[config.mk]
export PLATFORM = sky130hd
export DESIGN_NAME = countdown_timer_ctrl
export DESIGN_NICKNAME = d
export VERILOG_FILES = /design/src/rtl/countdown_timer_ctrl.sv
export SDC_FILE = /design/constraint.sdc
export NUM_CORES = 1
export LEC_CHECK = 0
export ABC_AREA = 1
export BUFFER_PORTS_ARGS = -buffer_cell sky130_fd_sc_hd__clkbuf_2
export CORE_AREA = 2 2 50 52
export CTS_CLUSTER_DIAMETER = 80
export DETAILED_ROUTE_END_ITERATION = 8
export DIE_AREA = 0 0 52 54
export PLACE_DENSITY_LB_ADDON = 0.05
export SLEW_MARGIN = 20
export SYNTH_ARGS = -nofsm -noshare
export SYNTH_HDL_FRONTEND = slang
export SYNTH_SLANG_ARGS = --single-unit
[constraint.sdc]
create_clock -name clk -period 3.1 [get_ports clk]
set_input_delay 0.31 -clock clk [delete_from_list [all_inputs] [get_ports clk]]
set_output_delay 0.31 -clock clk [all_outputs]
set_load 0.005 [all_outputs]
[src/rtl/countdown_timer_ctrl.sv]
// countdown_timer_ctrl: prescaled countdown timer with pause, stop and optional periodic reload
module countdown_timer_ctrl #(
  parameter int WIDTH = 4,
  parameter int PS_W  = 4
) (
  input  logic             clk,
  input  logic             rst,
  input  logic [WIDTH-1:0] load_val,
  input  logic [PS_W-1:0]  prescale,
  input  logic             auto_reload,
  input  logic             start,
  input  logic             pause,
  input  logic             stop,
  output logic [WIDTH-1:0] count,
  output logic             busy,
  output logic             paused,
  output logic             tc,
  output logic             done
);
  typedef enum logic [1:0] {S_IDLE, S_RUN, S_PAUSE, S_DONE} state_t;
  state_t           r_state, w_state;
  logic [WIDTH-1:0] r_count, w_count, r_load, w_load;
  logic [PS_W-1:0]  r_ps, w_ps, r_pre, w_pre;
  logic             r_ar, w_ar, r_tc, w_tc, r_busy, r_paused, r_done;
  logic             w_tick;
  assign w_tick = (r_state == S_RUN) && (r_ps == r_pre);
  always_comb begin
    w_state = r_state;
    w_count = r_count;
    w_ps    = r_ps;
    w_load  = r_load;
    w_pre   = r_pre;
    w_ar    = r_ar;
    w_tc    = 1'b0;
    if (stop) begin
      if (r_state != S_IDLE) begin
        w_state = S_IDLE;
        w_count = '0;
        w_ps    = '0;
      end
    end else if (start && load_val != '0) begin
      w_state = S_RUN;
      w_count = load_val;
      w_ps    = '0;
      w_load  = load_val;
      w_pre   = prescale;
      w_ar    = auto_reload;
    end else if (r_state == S_RUN) begin
      if (pause) w_state = S_PAUSE;
      else if (w_tick) begin
        w_ps = '0;
        if (r_count == WIDTH'(1)) begin
          w_tc    = 1'b1;
          w_count = r_ar ? r_load : '0;
          w_state = r_ar ? S_RUN : S_DONE;
        end else w_count = r_count - WIDTH'(1);
      end else w_ps = r_ps + PS_W'(1);
    end else if (r_state == S_PAUSE && !pause) w_state = S_RUN;
  end
  // status flags are registered from the next state so they align with count
  always_ff @(posedge clk) begin
    if (rst) begin
      r_state  <= S_IDLE;
      r_count  <= '0;
      r_ps     <= '0;
      r_load   <= '0;
      r_pre    <= '0;
      r_ar     <= 1'b0;
      r_tc     <= 1'b0;
      r_busy   <= 1'b0;
      r_paused <= 1'b0;
      r_done   <= 1'b0;
    end else begin
      r_state  <= w_state;
      r_count  <= w_count;
      r_ps     <= w_ps;
      r_load   <= w_load;
      r_pre    <= w_pre;
      r_ar     <= w_ar;
      r_tc     <= w_tc;
      r_busy   <= (w_state == S_RUN) || (w_state == S_PAUSE);
      r_paused <= w_state == S_PAUSE;
      r_done   <= w_state == S_DONE;
    end
  end
  assign count  = r_count;
  assign busy   = r_busy;
  assign paused = r_paused;
  assign tc     = r_tc;
  assign done   = r_done;
endmodule
Word-level counts from Yosys, hierarchy flattened
Index checks and enable logic that the tools add are counted.
{"block": "totals", "reg_bits": 23, "out_inout_bits": 8, "input_bits": 14, "word_cells": 60}
{"block": "op_classes", "bitwise_logic": 3, "mux": 23, "n_addsub": 2, "eq_ne": 9, "n_reduce_logical": 13}
{"operator": "$mux W4", "n": 13}
{"operator": "$mux W2", "n": 9}
{"operator": "$eq A2 B2 Y1 const B", "n": 3}
{"operator": "$reduce_bool A3 Y1", "n": 2}
{"operator": "$reduce_or A6 Y1", "n": 1}
{"operator": "$add A4 B1 Y4 const B", "n": 1}
{"operator": "$eq A2 B1 Y1 const B", "n": 2}
{"operator": "$eq A4 B1 Y1 const B", "n": 1}
{"operator": "$eq A4 B4 Y1", "n": 1}
{"operator": "$reduce_and A4 Y1", "n": 1}
{"operator": "$reduce_bool A4 Y1", "n": 1}
{"operator": "$sub A4 B1 Y4 const B", "n": 1}
{"operator": "$logic_and A1 B1 Y1", "n": 3}
{"operator": "$ne A3 B1 Y1 const B", "n": 1}
{"operator": "$not A1 Y1", "n": 3}
{"operator": "$reduce_and A3 Y1", "n": 1}
{"operator": "$ne A2 B1 Y1 const B", "n": 1}
{"operator": "$reduce_and A2 Y1", "n": 1}
{"operator": "$reduce_bool A2 Y1", "n": 1}
{"operator": "$logic_not A1 Y1", "n": 1}
{"operator": "$logic_or A1 B1 Y1", "n": 1}
{"operator": "$mux W1", "n": 1}

Longest topological paths before layout
Gate-level depths: netlist of the first run.
{"block": "logic_depth", "depth_word": 9, "depth_mapped": 10, "mapped_depth_nobuf": 10}

Worst setup path before layout of the first run
Ideal clock, no wire load.
{"block": "synth_timing", "path_kind": "reg2reg", "start": "register r_count[1], in the netlist count[1]", "end": "register r_busy, in the netlist busy", "required_time_ns": 2.974, "setup_ns": 0.126, "arrival_ns": 1.524, "n_path_buf": 0, "setup_slack_ns": 1.450, "period_less_slack_ns": 1.650, "path_stages_with_launch": 10, "path_cell_list": "dfxtp_1 inv_1 ha_1 nand2_1 nor3_1 nand3_1 a21boi_0 ha_1 inv_1 nor2_1"}
{"block": "synth_between", "elab_chain_len": 9, "word_cells_on_any_way": 10, "classes_between": "3 x eq/ne; 6 x mux; 1 x reduce/logical"}
{"item": "from (decl)", "line": "22", "text": "logic [WIDTH-1:0] r_count, w_count, r_load, w_load;"}
{"item": "from (signal assigned)", "line": "75", "text": "r_count <= w_count;"}
{"item": "$eq A4 B1 Y1 (*)", "line": "52", "text": "if (r_count == WIDTH'(1)) begin"}
{"item": "$mux W2 (*)", "line": "52"}
{"item": "$mux W2 (*)", "line": "50", "text": "else if (w_tick) begin"}
{"item": "$mux W2 (*)", "line": "49", "text": "if (pause) w_state = S_PAUSE;"}
{"item": "$mux W2 (*)", "line": "48", "text": "end else if (r_state == S_RUN) begin"}
{"item": "$mux W2 (*)", "line": "41", "text": "end else if (start && load_val != '0) begin"}
{"item": "$mux W2 (*)", "line": "35", "text": "if (stop) begin"}
{"item": "$eq A2 B1 Y1 / $eq A2 B2 Y1 (equally long branches)", "line": "81", "text": "r_busy <= (w_state == S_RUN) || (w_state == S_PAUSE);"}
{"item": "$logic_or A1 B1 Y1 (*)", "line": "81"}
{"item": "to (signal assigned)", "line": "81"}
{"item": "to (decl)", "line": "24", "text": "logic r_ar, w_ar, r_tc, w_tc, r_busy, r_paused, r_done;"}
Every way passes the cells marked *; elsewhere a longest branch is shown, timed or not.
A chain may end at the register's enable or synchronous reset.

Worst setup path in the final report of the first run
Ends and elaborated chain as after synthesis.

==> summary.md, run 1 <==
| Metric | Value |
|---|---|
| Worst Setup SP | `count[1]$_SDFFE_PP0P_` |
| Reg2Reg Depth | `9` |
| Slew Limit Headroom | `between 70% and 80%` |
| Post-route cell area | `1410 um^2` |
| Slew @ Worst Pin | `about 0.36 ns` |
| CP startpoint kind | `flip-flop` |
| Final period utilization | `between 50% and 60%` |
| Max_cap viols | `0` |
| Nets@finish | `about 230` |
| Hold Crit Class | `in2reg` |
| Count of pins over their slew limit | `0` |
| Peak VDD IR | `around 0.30 mV` |
| Placed wire-length estimate | `just over 2000 um` |
| Pwr dens | `roughly 420 nW/um^2` |
| Critical path type | `reg2reg` |
| Drt wl/cell | `11.1 um` |
| Die height | `approximately 54 um` |
| Outcome | `finished clean` |
| Min-delay src | `prescale[2]` |
| Core footprint | `2320 um^2` |
| Post-synthesis simple-gate area fraction | `a little under two fifths` |
| Compound-Gate Fraction of Synth Area | `about a tenth` |
| Layout cell share with drive strength beyond 1 | `18.0%` |
| Setup crit end kind | `flip-flop` |
| Final antenna-violating net count | `0` |
| DRC Markers | `0` |
| Yosys reg bits | `23` |
| Register area share after synthesis | `approximately 37%` |
| Clock latency on the worst-skew pair | `between 0.3 and 0.4 ns` |
| Post-synthesis mux area share | `0%` |
| Die area | `2810 um^2` |
| Post-Layout Cell Count | `approximately 240` |
| CP Max Fanout | `6` |
| Share of the synthesized area in the top cell type | `between 30% and 40%` |
| Setup violations, final | `0` |
| Hold Fails Final Rpt | `0` |
| Placed cell areas | `around 1400 um^2` |
| Pleak | `approximately 0.69 nW` |
| Crit path cell chain | `inv_1 > ha_1 > nand2_1 > nor3_1 > nand3_1 > a21boi_0 > ha_1 > inv_1 > nor2_1` |
| H-Tree Depth | `1` |
| Max clock buf depth | `2` |
| Total track usage | `roughly 22%` |
| WP data arrival | `approximately 2.1 ns` |
| Largest family of logic cells by synthesized area | `simple AND/OR/NAND/NOR gates` |
| Clk root buf | `clkbuf_4` |
| Hold endpoint | `r_pre[2]$_SDFFE_PP0P_` |
| PostCTS Resize Cnt | `0` |
| Syn nets | `slightly above 200` |
| RD Place Congestion | `~0.75` |
| CP peak stage delay | `about 0.36 ns` |
| Synthesized cell area | `1260 um^2` |
| WP data required | `~3.3 ns` |
| Unrepaired setup endpoints after global routing | `no` |
| Die outline width | `about 52 um` |
| Post-layout minimum cycle time | `roughly 1.8 ns` |
| Boundary Pins | `22` |
| CTS tree | `yes` |
| RR Endpoint | `busy$_SDFF_PP0_` |
| Clock sink count | `23` |
| Vias in the first global route | `around 1100` |
| Setup slack, reg-to-reg | `~1.3 ns` |
| Cells after Synth | `approximately 180` |
| N_diodes | `0` |
| Yosys cell types | `24` |
| Rows | `18` |
| Initial DRT Pass Iterations | `5` |
| Worst R2R Start | `count[1]$_SDFFE_PP0P_` |
| Final WL | `between 2000 and 3000 um` |
| Initial Util | `between 50% and 60%` |
| Final core occ | `between 60 and 70%` |
| Hold path cells | `3` |
| Initial antenna violation count | `0` |
| Vias/cell | `around 5.1` |
| Synth Area in XOR/XNOR | `under 10%` |
| Setup TNS | `0 ns` |
| Initial drt markers | `29` |
| I/O Buffers | `21` |
| Yosys warning count | `0` |
| Dominant cells by area after synthesis | `dfxtp_1 (37%), nand2_1 (13%), nor2_1 (8.1%)` |
| Syn Area/Cell | `6.86 um^2` |
| CTS Hold Buffers Added | `0` |
| Area leader, netlist | `dfxtp_1` |
| Setup Skew | `between 0.003 and 0.004 ns` |
| Fmax | `between 0.5 and 0.6 GHz` |
| Postcts setup bufs | `0` |
| Synth-to-Final Area Change | `12.3%` |
| Post-placement cell count | `~230` |
| Slowest-stage cell, CP | `dfxtp_1` |
| First-pass GRT wire length | `4410 um` |
| Residual overflow from global routing | `0` |
| Total CTS buffers | `3` |
| DR vias | `1200` |
| Post-synthesis adder-cell area fraction | `4.98%` |
| Clock transition at path regs | `around 0.13 ns` |
| Largest net degree at the start of global routing | `14` |
final cells by class:
class / instances / area, um^2
Tap cell: 30 / 37.5
Clock buffer: 3 / 22.5
Fill cell: 222 / 910
Timing Repair Buffer: 21 / 105
Multi-Input combinational cell: 134 / 693
Clock inverter: 1 / 5.00
Inverter: 23 / 86.3
Sequential cell: 23 / 460
worst max path at each step:
stage / endpoint / cells past startpoint
after floorplan: busy$_SDFF_PP0_ / 9
after global placement: busy$_SDFF_PP0_ / 9
after detailed placement: busy$_SDFF_PP0_ / 9
after CTS: busy$_SDFF_PP0_ / 9
after global routing: busy$_SDFF_PP0_ / 9
final: busy$_SDFF_PP0_ / 9
sequential cells by signal (all words and copies together) (netlist names):
register  cells
tc            1
r_ar          1
count         4
r_ps          4
paused        1
r_pre         4
busy          1
r_state       2
r_load        4
done          1
worst max-delay path: cells and delay by family (launching register included):
family          cells  cell delay [ns]
compound gates      1             0.26
fa+ha+maj           2             0.54
buf+inv             2             0.13
flops               1             0.36
simple gates        4             0.45
stage by stage:
step / hold WS, ns / power, mW / worst slack (ns)
2_1_floorplan: 0.387 / 0.428 / 1.45
3_3_place_gp: 0.455 / 0.462 / 1.37
3_5_place_dp: 0.460 / 0.465 / 1.27
4_1_cts: 0.202 / 0.607 / 1.26
5_1_grt: 0.200 / 0.639 / 1.05
6_report: 0.210 / 0.599 / 1.26
cells in the final DEF (no fill, tap or decap), drive strengths merged:
cell type,count
xor2,2
nor2,29
nand2,51
nand4,4
nand3,14
nor3,2
ha,5
clkinv,1
a21oi,13
o211ai,1
nand3b,2
a21boi,1
o21ai,9
clkbuf,24
nor4,1
inv,23
dfxtp,23
where the power goes:
| group | internal (mW) | switching (mW) | total, mW |
|---|---|---|---|
| registers | 0.312 | 0.0132 | 0.325 |
| logic | 0.0505 | 0.0830 | 0.133 |
| clock network | 0.0484 | 0.0924 | 0.141 |
| total | 0.411 | 0.189 | 0.599 |
layer usage:
| layer | global-route usage [%] | share of wire, % | up-vias |
|---|---|---|---|
| li1 | - | - | 627 |
| met1 | 24.7 | 46 | 533 |
| met2 | 39.2 | 46 | 33 |
| met3 | 3.33 | 5.7 | 7 |
| met4 | 10.5 | 2.2 | 0 |
| met5 | 0 | 0 | - |
synth_stat cells, drive strengths merged:
library cell	count
a21oi	13
dfxtp	23
nand4	4
clkbuf	1
nor2	29
ha	5
inv	23
a21boi	1
nand2	51
nor4	1
o21ai	9
nand3b	2
nor3	2
o211ai	1
nand3	14
xor2	2
buf	2
logic make-up after synthesis:
family	count (synthesis)
XOR/XNOR	2
AO/OA/AOI/OAI	24
AND/OR/NAND/NOR	103
buffers and inverters	26
flip-flops	23
adder cells (fa/ha/maj)	5
Note: power is estimated with default switching activity, not from simulation.
==> run 2, diff against run 1 <==
- CORE_AREA: 2 2 50 52 -> 2 2 52 54
- DIE_AREA: 0 0 52 54 -> 0 0 54 56
- clock period: 3.1 -> 1.8 ns (I/O delays scaled with it)
==> summary.md, run 2 (same netlist as run 1, synthesis figures left out) <==
| Metric | Value |
|---|---|
| Clock transition at path regs | `around 0.13 ns` |
| Max_cap viols | `0` |
| Total track usage | `between 15 and 20%` |
| CTS Hold Buffers Added | `0` |
| Final period utilization | `86.9%` |
| Final antenna-violating net count | `0` |
| Fmax | `0.639 GHz` |
| Hold Crit Class | `in2reg` |
| Clock latency on the worst-skew pair | `just over 0.3 ns` |
| Vias/cell | `between 4 and 5` |
| Rows | `18` |
| Total CTS buffers | `3` |
| Sequential cell area | `460 um^2` |
| Initial antenna violation count | `0` |
| Nets@finish | `230` |
| Critical path type | `reg2reg` |
| Most frequent cells in the layout | `nand2_1 (45), nor2_1 (27), dfxtp_1 (23), inv_1 (21), clkbuf_2 (21)` |
| Die height | `about 56 um` |
| Crit path cell chain | `inv_1 > ha_1 > nand2_1 > nor3_1 > nand3_1 > a21boi_1 > ha_1 > inv_1 > nor2_1` |
| Placed wire-length estimate | `roughly 2200 um` |
| Final WL | `approximately 2700 um` |
| Slew @ Worst Pin | `0.350 ns` |
| RR Endpoint | `busy$_SDFF_PP0_` |
| Boundary Pins | `22` |
| WP data required | `between 2 and 2.5 ns` |
| Residual overflow from global routing | `0` |
| Max clock buf depth | `2` |
| WP data arrival | `between 1.5 and 2 ns` |
| I/O Buffers | `21` |
| RD Place Congestion | `0.799` |
| Post-route cell area | `~1400 um^2` |
| Post-layout minimum cycle time | `1.56 ns` |
| Setup TNS | `0 ns` |
| CTS tree | `yes` |
| Worst Setup SP | `count[1]$_SDFFE_PP0P_` |
| Net Switching | `about 0.32 mW` |
| Hold Fails Final Rpt | `0` |
| Placed cell areas | `roughly 1400 um^2` |
| Synth-to-Final Area Change | `15.2%` |
| Clk pwr share | `a little under a quarter` |
| DRC Markers | `0` |
| N_diodes | `0` |
| Reg2Reg Depth | `9` |
| Worst R2R Start | `count[1]$_SDFFE_PP0P_` |
| Die area | `3020 um^2` |
| Initial Util | `51.6%` |
| First-pass GRT wire length | `about 4500 um` |
| H-Tree Depth | `1` |
| Setup Skew | `about 0.0040 ns` |
| Setup slack, reg-to-reg | `~0.24 ns` |
| Multi-input gate area | `just under 700 um^2` |
| Flop pwr share | `around 54%` |
| Switching Share | `between 30% and 40%` |
| Vias in the first global route | `1118` |
| CP startpoint kind | `flip-flop` |
| Largest net degree at the start of global routing | `14` |
| Hold path cells | `3` |
| Fillers | `around 240` |
| Slowest-stage cell, CP | `dfxtp_1` |
| Clock sink count | `23` |
| Drt wl/cell | `roughly 11 um` |
| Int Pwr | `~0.72 mW` |
| Count of pins over their slew limit | `0` |
| Final core occ | `roughly three fifths` |
| Setup crit end kind | `flip-flop` |
| Initial drt markers | `25` |
| Core footprint | `~2400 um^2` |
| Die outline width | `54 um` |
| Peak VDD IR | `about 0.56 mV` |
| Post-Layout Cell Count | `240` |
| Most common cell after layout, fill and taps aside | `nand2_1` |
| Pleak | `0.709 nW` |
| Layout cell share with drive strength beyond 1 | `about 20%` |
| Unrepaired setup endpoints after global routing | `no` |
| Hold endpoint | `r_pre[2]$_SDFFE_PP0P_` |
| Post-placement cell count | `236` |
| Min-delay src | `prescale[2]` |
| Pwr dens | `around 720 nW/um^2` |
| Combinational cell fraction of total power | `between 20% and 30%` |
| CP peak stage delay | `approximately 0.36 ns` |
| DR vias | `1184` |
| CP Max Fanout | `4` |
| Outcome | `finished clean` |
| Initial DRT Pass Iterations | `4` |
| Clk root buf | `clkbuf_4` |
| Setup violations, final | `0` |
| Slew Limit Headroom | `76.6%` |
-- run 2: changes by cell type in the layout (fill, tap and decap cells not counted) --
cell	delta
a21boi_0	-1
a21boi_1	+1
buf_4	+5
-- run 2: final cells by class --
type,count,area share [%]
Inverter,23,5.96
Sequential cell,23,31.8
Clock inverter,1,0.346
Timing Repair Buffer,26,9.85
Tap cell,30,2.59
Multi-Input combinational cell,134,47.9
Clock buffer,3,1.56
-- run 2: worst max-delay path by stage --
| stage | to | slack (ns) | cells after the start |
|---|---|---|---|
| 5_1_grt | busy$_SDFF_PP0_ | 0.06 | 9 |
| 4_1_cts | busy$_SDFF_PP0_ | 0.12 | 9 |
| 2_1_floorplan | busy$_SDFF_PP0_ | 0.15 | 9 |
| 6_report | busy$_SDFF_PP0_ | 0.24 | 9 |
| 3_5_place_dp | busy$_SDFF_PP0_ | 0.14 | 9 |
| 3_3_place_gp | busy$_SDFF_PP0_ | 0.23 | 9 |
-- run 2: stage by stage --
step,hold WS [ns],worst slack (ns),power [mW]
finish,0.0844,0.235,1.04
global route,0.0898,0.0612,1.11
CTS,0.0872,0.123,1.05
detailed placement,0.418,0.135,0.817
global placement,0.402,0.226,0.811
floorplan,0.257,0.150,0.737
-- run 2: power by group through the flow --
| stage | registers (mW) | logic [mW] | clock network (mW) |
|---|---|---|---|
| 2_1_floorplan | 0.568 | 0.169 | 0 |
| 3_3_place_gp | 0.570 | 0.241 | 0 |
| 3_5_place_dp | 0.572 | 0.245 | 0 |
| 4_1_cts | 0.560 | 0.247 | 0.243 |
| 5_1_grt | 0.565 | 0.280 | 0.263 |
| 6_report | 0.560 | 0.245 | 0.238 |
-- run 2: worst max-delay path: cells and delay by family (launching register included) --
kind | cells | cell delay, ns
buffers and inverters | 2 | 0.14
flip-flops | 1 | 0.36
adder cells (fa/ha/maj) | 2 | 0.44
AO/OA/AOI/OAI | 1 | 0.20
AND/OR/NAND/NOR | 4 | 0.34
-- run 2: layer usage --
layer,vias to the layer above,part of all wire (%),routed length (um),GRT usage (%)
met5,-,0,0,0
met4,0,1.4,39,6.79
met3,5,2.8,76,2.69
met2,17,48,1310,33.8
met1,525,47,1290,23.5
li1,637,-,-,-
-- run 2: what timing repair did --
| item | 4_1_cts | 5_1_grt |
|---|---|---|
| setup buffers | 0 | 0 |
| gates resized for setup | 0 | 1 |
| endpoints found under the hold margin | 0 | 0 |
| setup endpoints to repair | 0 | 1 |
